<file path="src/rtl/game_ctrl_pkg.sv">
// Shared state encoding, constants and width helpers for the player state controller.
package game_ctrl_pkg;

  typedef enum logic [1:0] {ALIVE, HURT, DEAD} slot_state_e;

  localparam int unsigned REVIVE_FRAMES = 300;

  function automatic int unsigned LIFE_UP_IDX(input int unsigned num_powerups);
    return num_powerups - 1;
  endfunction

  // Bits needed to hold every value 0..max_val.
  function automatic int unsigned cnt_w(input int unsigned max_val);
    return (max_val < 1) ? 1 : $clog2(max_val + 1);
  endfunction

  function automatic int unsigned idx_w(input int unsigned n);
    return (n < 2) ? 1 : $clog2(n);
  endfunction

endpackage

</file>
<file path="src/rtl/player_slot.sv">
// One player slot: event latches, ALIVE/HURT/DEAD FSM, hit-invulnerability counter and power-up timers.
// Optional PLAYER_REVIVE_EN adds a dead-time counter that revives the slot while another slot is alive.
module player_slot
  import game_ctrl_pkg::*;
#(
  parameter int unsigned MAX_LIFE          = 3,
  parameter int unsigned NUM_POWERUPS      = 4,
  parameter int unsigned POWERUP_TIME      = 1000,
  parameter int unsigned HIT_INVULN_FRAMES = 64,
  parameter int unsigned LIFE_W            = cnt_w(MAX_LIFE),
  parameter int unsigned PU_W              = idx_w(NUM_POWERUPS)
) (
  input  logic                    clk,
  input  logic                    reset,
  input  logic                    startOfFrame,
  input  logic                    out_of_time,
  input  logic                    invincible_i,
  input  logic                    others_active_i,
  input  logic                    hit_pulse_i,
  input  logic                    pickup_hit_i,
  input  logic [PU_W-1:0]         pickup_type_i,
  output logic [LIFE_W-1:0]       lives_o,
  output logic                    active_o,
  output logic                    red_o,
  output logic [NUM_POWERUPS-2:0] powerup_o
);

  localparam int unsigned NUM_TMR = LIFE_UP_IDX(NUM_POWERUPS);
  localparam int unsigned TMR_W   = cnt_w(POWERUP_TIME);
  localparam int unsigned RED_W   = cnt_w(HIT_INVULN_FRAMES);

  slot_state_e                    state_q;
  logic [LIFE_W-1:0]              lives_q;
  logic [RED_W-1:0]               red_q;
  logic [NUM_TMR-1:0][TMR_W-1:0]  tmr_q;
  logic                           hit_pend_q;
  logic                           pu_pend_q;
  logic [PU_W-1:0]                type_q;

  logic                           hit_ok;
  logic                           pu_d;
  logic                           lifeup_d;
  logic [PU_W-1:0]                type_d;
  logic [LIFE_W-1:0]              lives_up;
  logic [NUM_TMR-1:0][TMR_W-1:0]  tmr_d;
  logic                           revive;

  // A pulse in the frame-edge cycle itself is folded into this frame's update.
  always_comb begin
    tmr_d    = tmr_q;
    hit_ok   = (hit_pend_q | hit_pulse_i) & ~invincible_i;
    pu_d     = pu_pend_q | pickup_hit_i;
    type_d   = pickup_hit_i ? pickup_type_i : type_q;
    lifeup_d = pu_d && (type_d == PU_W'(NUM_TMR));
    lives_up = (lifeup_d && lives_q != LIFE_W'(MAX_LIFE)) ? lives_q + LIFE_W'(1) : lives_q;
    for (int unsigned t = 0; t < NUM_TMR; t++) begin
      if (pu_d && type_d == PU_W'(t))
        tmr_d[t] = TMR_W'(POWERUP_TIME);
      else if (tmr_q[t] != '0)
        tmr_d[t] = tmr_q[t] - TMR_W'(1);
    end
  end

`ifdef PLAYER_REVIVE_EN
  localparam int unsigned REV_W = cnt_w(REVIVE_FRAMES);
  logic [REV_W-1:0] rev_cnt_q;
  logic             oot_seen_q;

  always_ff @(posedge clk or posedge reset) begin
    if (reset) begin
      rev_cnt_q  <= '0;
      oot_seen_q <= 1'b0;
    end else if (startOfFrame) begin
      if (out_of_time) oot_seen_q <= 1'b1;
      if (state_q != DEAD)
        rev_cnt_q <= '0;
      else if (rev_cnt_q != REV_W'(REVIVE_FRAMES - 1))
        rev_cnt_q <= rev_cnt_q + REV_W'(1);
    end
  end

  assign revive = (state_q == DEAD) && (rev_cnt_q == REV_W'(REVIVE_FRAMES - 1)) &&
                  others_active_i && !oot_seen_q && !out_of_time;
`else
  logic unused_others_active;
  assign unused_others_active = others_active_i;
  assign revive = 1'b0;
`endif

  always_ff @(posedge clk or posedge reset) begin
    if (reset) begin
      state_q    <= ALIVE;
      lives_q    <= LIFE_W'(MAX_LIFE);
      red_q      <= '0;
      tmr_q      <= '0;
      hit_pend_q <= 1'b0;
      pu_pend_q  <= 1'b0;
      type_q     <= '0;
    end else if (!startOfFrame) begin
      if (hit_pulse_i) hit_pend_q <= 1'b1;
      if (pickup_hit_i) begin
        pu_pend_q <= 1'b1;
        type_q    <= pickup_type_i;
      end
    end else begin
      hit_pend_q <= 1'b0;
      pu_pend_q  <= 1'b0;
      if (state_q == DEAD) begin
        if (revive) begin
          state_q <= HURT;
          lives_q <= LIFE_W'(1);
          red_q   <= RED_W'(HIT_INVULN_FRAMES);
        end
      end else if (out_of_time) begin
        state_q <= DEAD;
        red_q   <= '0;
        tmr_q   <= '0;
      end else if (hit_ok && lives_q == LIFE_W'(1)) begin
        state_q <= DEAD;
        lives_q <= '0;
        red_q   <= '0;
        tmr_q   <= '0;
      end else begin
        tmr_q <= tmr_d;
        if (hit_ok) begin
          // Hit then life-up in one frame nets out to the current count.
          state_q <= HURT;
          red_q   <= RED_W'(HIT_INVULN_FRAMES);
          lives_q <= lifeup_d ? lives_q : lives_q - LIFE_W'(1);
        end else begin
          lives_q <= lives_up;
          if (state_q == HURT) begin
            red_q <= red_q - RED_W'(1);
            if (red_q == RED_W'(1)) state_q <= ALIVE;
          end
        end
      end
    end
  end

  always_comb begin
    powerup_o = '0;
    for (int unsigned t = 0; t < NUM_TMR; t++) powerup_o[t] = (tmr_q[t] != '0);
  end

  assign lives_o  = lives_q;
  assign active_o = (state_q != DEAD);
  assign red_o    = (state_q == HURT);

endmodule

</file>
<file path="src/rtl/player_state_ctrl.sv">
// Multi-player life / invulnerability / power-up controller: one player_slot per player,
// invincibility fan-in and game-over reduction. PLAYER_REVIVE_EN enables slot revival.
module player_state_ctrl
  import game_ctrl_pkg::*;
#(
  parameter int unsigned NUM_PLAYERS       = 2,
  parameter int unsigned MAX_LIFE          = 3,
  parameter int unsigned NUM_POWERUPS      = 4,
  parameter int unsigned POWERUP_TIME      = 1000,
  parameter int unsigned HIT_INVULN_FRAMES = 64,
  localparam int unsigned LIFE_W           = cnt_w(MAX_LIFE),
  localparam int unsigned PU_W             = idx_w(NUM_POWERUPS)
) (
  input  logic                                     clk,
  input  logic                                     reset,
  input  logic                                     startOfFrame,
  input  logic                                     god_mode,
  input  logic                                     out_of_time,
  input  logic [NUM_PLAYERS-1:0]                   hit_pulse,
  input  logic [NUM_PLAYERS-1:0]                   pickup_hit,
  input  logic [NUM_PLAYERS-1:0][PU_W-1:0]         pickup_type,
  output logic [NUM_PLAYERS-1:0][LIFE_W-1:0]       lives,
  output logic [NUM_PLAYERS-1:0]                   player_active,
  output logic [NUM_PLAYERS-1:0]                   player_red,
  output logic [NUM_PLAYERS-1:0][NUM_POWERUPS-2:0] powerup_active,
  output logic [NUM_PLAYERS-1:0]                   invincible,
  output logic                                     game_over
);

  for (genvar p = 0; p < NUM_PLAYERS; p++) begin : g_slot
    logic others_active;

    assign others_active = |(player_active & ~(NUM_PLAYERS'(1) << p));
    assign invincible[p] = god_mode | player_red[p] | powerup_active[p][0];

    player_slot #(
      .MAX_LIFE          (MAX_LIFE),
      .NUM_POWERUPS      (NUM_POWERUPS),
      .POWERUP_TIME      (POWERUP_TIME),
      .HIT_INVULN_FRAMES (HIT_INVULN_FRAMES),
      .LIFE_W            (LIFE_W),
      .PU_W              (PU_W)
    ) u_slot (
      .clk             (clk),
      .reset           (reset),
      .startOfFrame    (startOfFrame),
      .out_of_time     (out_of_time),
      .invincible_i    (invincible[p]),
      .others_active_i (others_active),
      .hit_pulse_i     (hit_pulse[p]),
      .pickup_hit_i    (pickup_hit[p]),
      .pickup_type_i   (pickup_type[p]),
      .lives_o         (lives[p]),
      .active_o        (player_active[p]),
      .red_o           (player_red[p]),
      .powerup_o       (powerup_active[p])
    );
  end

  assign game_over = ~|player_active;

endmodule

</file>
<file path="config.mk">
export PLATFORM = sky130hd
export DESIGN_NAME = player_state_ctrl
export DESIGN_NICKNAME = d
export VERILOG_FILES = /design/src/rtl/game_ctrl_pkg.sv /design/src/rtl/player_slot.sv /design/src/rtl/player_state_ctrl.sv
export SDC_FILE = /design/constraint.sdc
export NUM_CORES = 1
export LEC_CHECK = 0
export ABC_CLOCK_PERIOD_IN_PS = 3900
export CAP_MARGIN = 5
export CELL_PAD_IN_SITES_DETAIL_PLACEMENT = 1
export CELL_PAD_IN_SITES_GLOBAL_PLACEMENT = 1
export CORE_MARGIN = 8
export CORE_UTILIZATION = 47
export CTS_CLUSTER_SIZE = 14
export DETAILED_ROUTE_END_ITERATION = 16
export MAX_ROUTING_LAYER = met4
export PLACE_DENSITY = 0.77
export SYNTH_ARGS = -nofsm -noshare
export SYNTH_HDL_FRONTEND = slang
export SYNTH_HIERARCHICAL = 1
export SYNTH_SLANG_ARGS = --single-unit
</file>
<file path="constraint.sdc">
create_clock -name clk -period 3.9 [get_ports clk]
set_input_delay 0.975 -clock clk [delete_from_list [all_inputs] [get_ports clk]]
set_output_delay 0.975 -clock clk [all_outputs]
set_load 0.01 [all_outputs]
</file>
==> summary.txt <==
Global routing
  • Met1 usage in global routing: 0.2589
  • Number of global-route vias before repair: 5191
  • GRT overflow: 0
  • M2 GR Usage: 0.3196
  • GRT met3 Usage: 0.04170
  • Global-route wire length before repair: 26100 um
  • Pin count of the biggest net entering global routing: 46
  • Aggregate global-route resource usage: 0.2038
  • Busiest metal layer after global routing: met2
  • Antenna violations before repair: 0

Routing
  • Routed length per instance: 19.03 um
  • Drt initial violations: 348
  • DRC violations left: 0
  • Count of antenna-violating nets left after detailed routing: 0
  • Detailed-route vias per instance: 6.162
  • Initial DRT Pass Iterations: 4
  • Overall via count from detail_route: 4862
  • Detailed-route wire length: 15010 um

Timing
  • Period utilisation layout: 0.9299
  • Fin. max-slew vios: 0
  • Setup TNS: 0 ns
  • Worst clock skew on the final layout: 0.01017 ns
  • Final period demand of the worst path: 3.626 ns
  • Number of setup violations in the final report: 0
  • Hold Violations, Final: 0
  • Headroom to the max-slew limit: 0.3419
  • Unrepaired setup endpoints after global routing: false
  • Maximum clock frequency: 0.2757 GHz
  • Worst-Margin Slew: 0.9858 ns

Synth
  • Synth Area per Inst: 8.968 um^2
  • Main flop type after synthesis: sky130_fd_sc_hd__dfrtp_1
  • Number of distinct library cells after synthesis: 74
  • Post-synth EDFFs: 0
  • Number of flip-flops and latches in the synthesized netlist: 90
  • Syn_nets: 641
  • Post-synthesis async set-or-reset flop share: 1.000
  • Synthesized area: 0.005507 mm^2
  • Cells after Synth: 614
  • Sequential fraction of the synthesis area: 0.4099
  • Syn. warnings: 6

Placement
  • Port-buffer cells: 29
  • Placed instance area: 0.005938 mm^2
  • GP Congestion: 0.7994
  • Half-perimeter wire length after placement: 10650 um

Hold path
  • Worst hold path class: reg2reg

Run status
  • Run status: complete, no violations

CTS
  • Hold buffer count at CTS: 0
  • Cells resized by post-CTS repair: 0
  • Post-CTS Setup Repair Bufs: 0
  • Clock tree from TritonCTS: yes
  • Maximum level of the CTS H-tree: 3
  • Total CTS buffers: 9
  • Buffer cell driving the clock tree root: sky130_fd_sc_hd__clkbuf_16
  • Clock latency at the later pin of the worst-skew pair: 0.35 ns
  • Maximum root-to-sink buffer count: 2
  • CTS sink cnt: 90
  • Clock Pin Slew Worst Setup and Hold Paths: 0.06 ns

Floorplan
  • Initial standard-cell utilization of the core: 0.4822
  • Total number of placement rows: 39
  • DIE AREA: 0.01544 mm^2
  • Top-Level Pins: 30
  • Chip Height: 124.2 um
  • Horizontal die dimension: 124.2 um
  • Area of the placeable core: 0.01142 mm^2

Power
  • Leakage Power: 2.636 nW
  • Power density over cell area: 763.8 mW/mm^2
  • Largest vdd supply drop: 0.3847 mV

Critical path
  • Critical path data arrival time: 2.65 ns
  • Reg-to-reg startpoint: g_slot[0].u_slot/tmr_q[6]$_DFFE_PP0P_
  • Startpoint kind of the worst setup timing path: flip-flop
  • Endpoint of the worst register-to-register path: g_slot[0].u_slot/tmr_q[22]$_DFFE_PP0P_
  • Worst Setup SP: g_slot[1].u_slot/tmr_q[20]$_DFFE_PP0P_
  • Critical Path Fanout Max: 4
  • Slack of the worst reg-to-reg path: 0.62 ns
  • Critical path class: reg2out
  • R2R depth: 8
  • Capturing instance or port of the critical path: powerup_active[5]
  • Critical path data required time: 2.92 ns
  • Type of element capturing the critical path: primary output

Flow run
  • Max-Cap Viols: 0

Cells and area
  • Layout Area Growth over Synthesis: 13.50%
  • Final design area excluding fillers: 0.006250 mm^2
  • Final layout net count: 668
  • Antenna diode count: 0
  • Seq. cell area: 0.002257 mm^2
  • Proportion of layout cells with a drive suffix above 1: 0.1037
  • Area used by multi-input combinational logic: 0.003005 mm^2
  • Fillers: 1351
how the worst min path moves through the flow:
stage / from / cells after the start / to
final: g_slot[0].u_slot/lives_o[1]$_DFFE_PP1P_ / 2 / g_slot[0].u_slot/lives_o[1]$_DFFE_PP1P_
after global routing: g_slot[0].u_slot/lives_o[1]$_DFFE_PP1P_ / 2 / g_slot[0].u_slot/lives_o[1]$_DFFE_PP1P_
after CTS: g_slot[0].u_slot/lives_o[1]$_DFFE_PP1P_ / 2 / g_slot[0].u_slot/lives_o[1]$_DFFE_PP1P_
after detailed placement: g_slot[1].u_slot/lives_o[1]$_DFFE_PP1P_ / 2 / g_slot[1].u_slot/lives_o[1]$_DFFE_PP1P_
after global placement: g_slot[0].u_slot/hit_pend_q$_DFFE_PP0P_ / 2 / g_slot[0].u_slot/hit_pend_q$_DFFE_PP0P_
after floorplan: g_slot[1].u_slot/tmr_q[19]$_DFFE_PP0P_ / 2 / g_slot[1].u_slot/tmr_q[19]$_DFFE_PP0P_
kinds of logic (layout without fill, tap and decap cells):
family                     count (synthesis)  after routing  synth area share
adders and majority gates                 14             14           0.03181
muxes                                     11             11           0.02204
xor gates and xnor gates                  11             11           0.01750
AOI/OAI and AO/OA                        185            185            0.2320
buffers and inverters                     55             87           0.04431
DFF                                       90             90            0.4099
and+or+nand+nor                          248            248            0.2424
power by group:
| part | switching [mW] | total [mW] | leakage (nW) | internal, mW |
|---|---|---|---|---|
| registers | 0.423 | 1.71 | 1.15 | 1.29 |
| clock network | 0.380 | 0.941 | 0.153 | 0.561 |
| logic | 1.20 | 2.12 | 1.33 | 0.914 |
| total | 2.01 | 4.77 | 2.64 | 2.77 |
placed cells by master (no fill, tap or decap), types with 5 or more instances in the layout:
master	netlist	layout
sky130_fd_sc_hd__ha_1	14	14
sky130_fd_sc_hd__o21ai_0	49	49
sky130_fd_sc_hd__o21ai_1	8	8
sky130_fd_sc_hd__a31oi_1	15	15
sky130_fd_sc_hd__nor2b_1	11	11
sky130_fd_sc_hd__nor2_1	66	66
sky130_fd_sc_hd__and2_1	5	5
sky130_fd_sc_hd__o22a_1	9	9
sky130_fd_sc_hd__mux2_2	8	8
sky130_fd_sc_hd__o31ai_1	6	6
sky130_fd_sc_hd__buf_4	3	13
sky130_fd_sc_hd__nand2_1	48	48
sky130_fd_sc_hd__a32o_1	6	6
sky130_fd_sc_hd__nand2b_1	13	13
sky130_fd_sc_hd__nor3_1	28	28
sky130_fd_sc_hd__nand3_1	19	19
sky130_fd_sc_hd__a21oi_1	40	40
sky130_fd_sc_hd__nand3b_1	10	10
sky130_fd_sc_hd__clkbuf_16	0	9
sky130_fd_sc_hd__dfrtp_1	86	86
sky130_fd_sc_hd__xor2_1	8	8
sky130_fd_sc_hd__or4_1	8	8
sky130_fd_sc_hd__clkdlybuf4s50_1	0	29
sky130_fd_sc_hd__inv_1	29	27
sky130_fd_sc_hd__nand4_1	7	7
sky130_fd_sc_hd__o211ai_1	5	5
cell type report:
cell class              count  share of cell area
clock buffers              11             0.03724
clock inverters             5             0.01261
inverters                  29             0.01742
multi-input cells         469              0.4809
flip-flops and latches     90              0.3612
well taps                 143             0.02863
repair buffers             42             0.06206
sequential cells by signal, summed over array words and instances, names as in the netlist:
register	cells
g_slot.u_slot/type_q	4
g_slot.u_slot/pu_pend_q	2
g_slot.u_slot/red_q	14
g_slot.u_slot/hit_pend_q	2
g_slot.u_slot/state_q	4
g_slot.u_slot/lives_o	4
g_slot.u_slot/tmr_q	60
synthesized netlist by cell type (9+ instances only):
master | n | area, um^2
sky130_fd_sc_hd__dfrtp_1 | 86 | 2152
sky130_fd_sc_hd__nor2_1 | 66 | 247.7
sky130_fd_sc_hd__o21ai_0 | 49 | 245.2
sky130_fd_sc_hd__nand2_1 | 48 | 180.2
sky130_fd_sc_hd__a21oi_1 | 40 | 200.2
sky130_fd_sc_hd__inv_1 | 29 | 108.9
sky130_fd_sc_hd__nor3_1 | 28 | 140.1
sky130_fd_sc_hd__nand3_1 | 19 | 95.09
sky130_fd_sc_hd__a31oi_1 | 15 | 93.84
sky130_fd_sc_hd__ha_1 | 14 | 175.2
sky130_fd_sc_hd__nand2b_1 | 13 | 81.33
sky130_fd_sc_hd__clkbuf_1 | 11 | 41.29
sky130_fd_sc_hd__nor2b_1 | 11 | 68.82
sky130_fd_sc_hd__nand3b_1 | 10 | 75.07
sky130_fd_sc_hd__buf_2 | 9 | 45.04
sky130_fd_sc_hd__o22a_1 | 9 | 78.83
layer usage:
layer,up-vias,share of wire
met5,-,0
met4,0,0.013
met1,2470,0.48
met3,17,0.031
li1,2314,-
met2,61,0.48
metrics by stage:
step	total power [mW]	instances	hold slack [ns]	util	setup slack, ns
6_report	4.774	789	0.5072	0.5473	0.2735
5_1_grt	5.149	789	0.5388	0.5473	0.08952
4_1_cts	4.796	789	0.5165	0.5473	0.2429
3_5_place_dp	3.812	773	0.5013	0.5201	0.5229
3_3_place_gp	3.673	773	0.4909	0.5201	0.5961
2_1_floorplan	3.178	614	0.4704	-	0.9822
critical path, cell delays in order, from the launching register on:
cell	delay, ns
sky130_fd_sc_hd__dfrtp_1	0.39
sky130_fd_sc_hd__inv_1	0.10
sky130_fd_sc_hd__ha_1	0.20
sky130_fd_sc_hd__or3b_1	0.40
sky130_fd_sc_hd__nor3_1	0.25
sky130_fd_sc_hd__nor3b_1	0.36
sky130_fd_sc_hd__nand2_1	0.12
sky130_fd_sc_hd__clkdlybuf4s50_1	0.49
(Power assumes the default switching activity.)
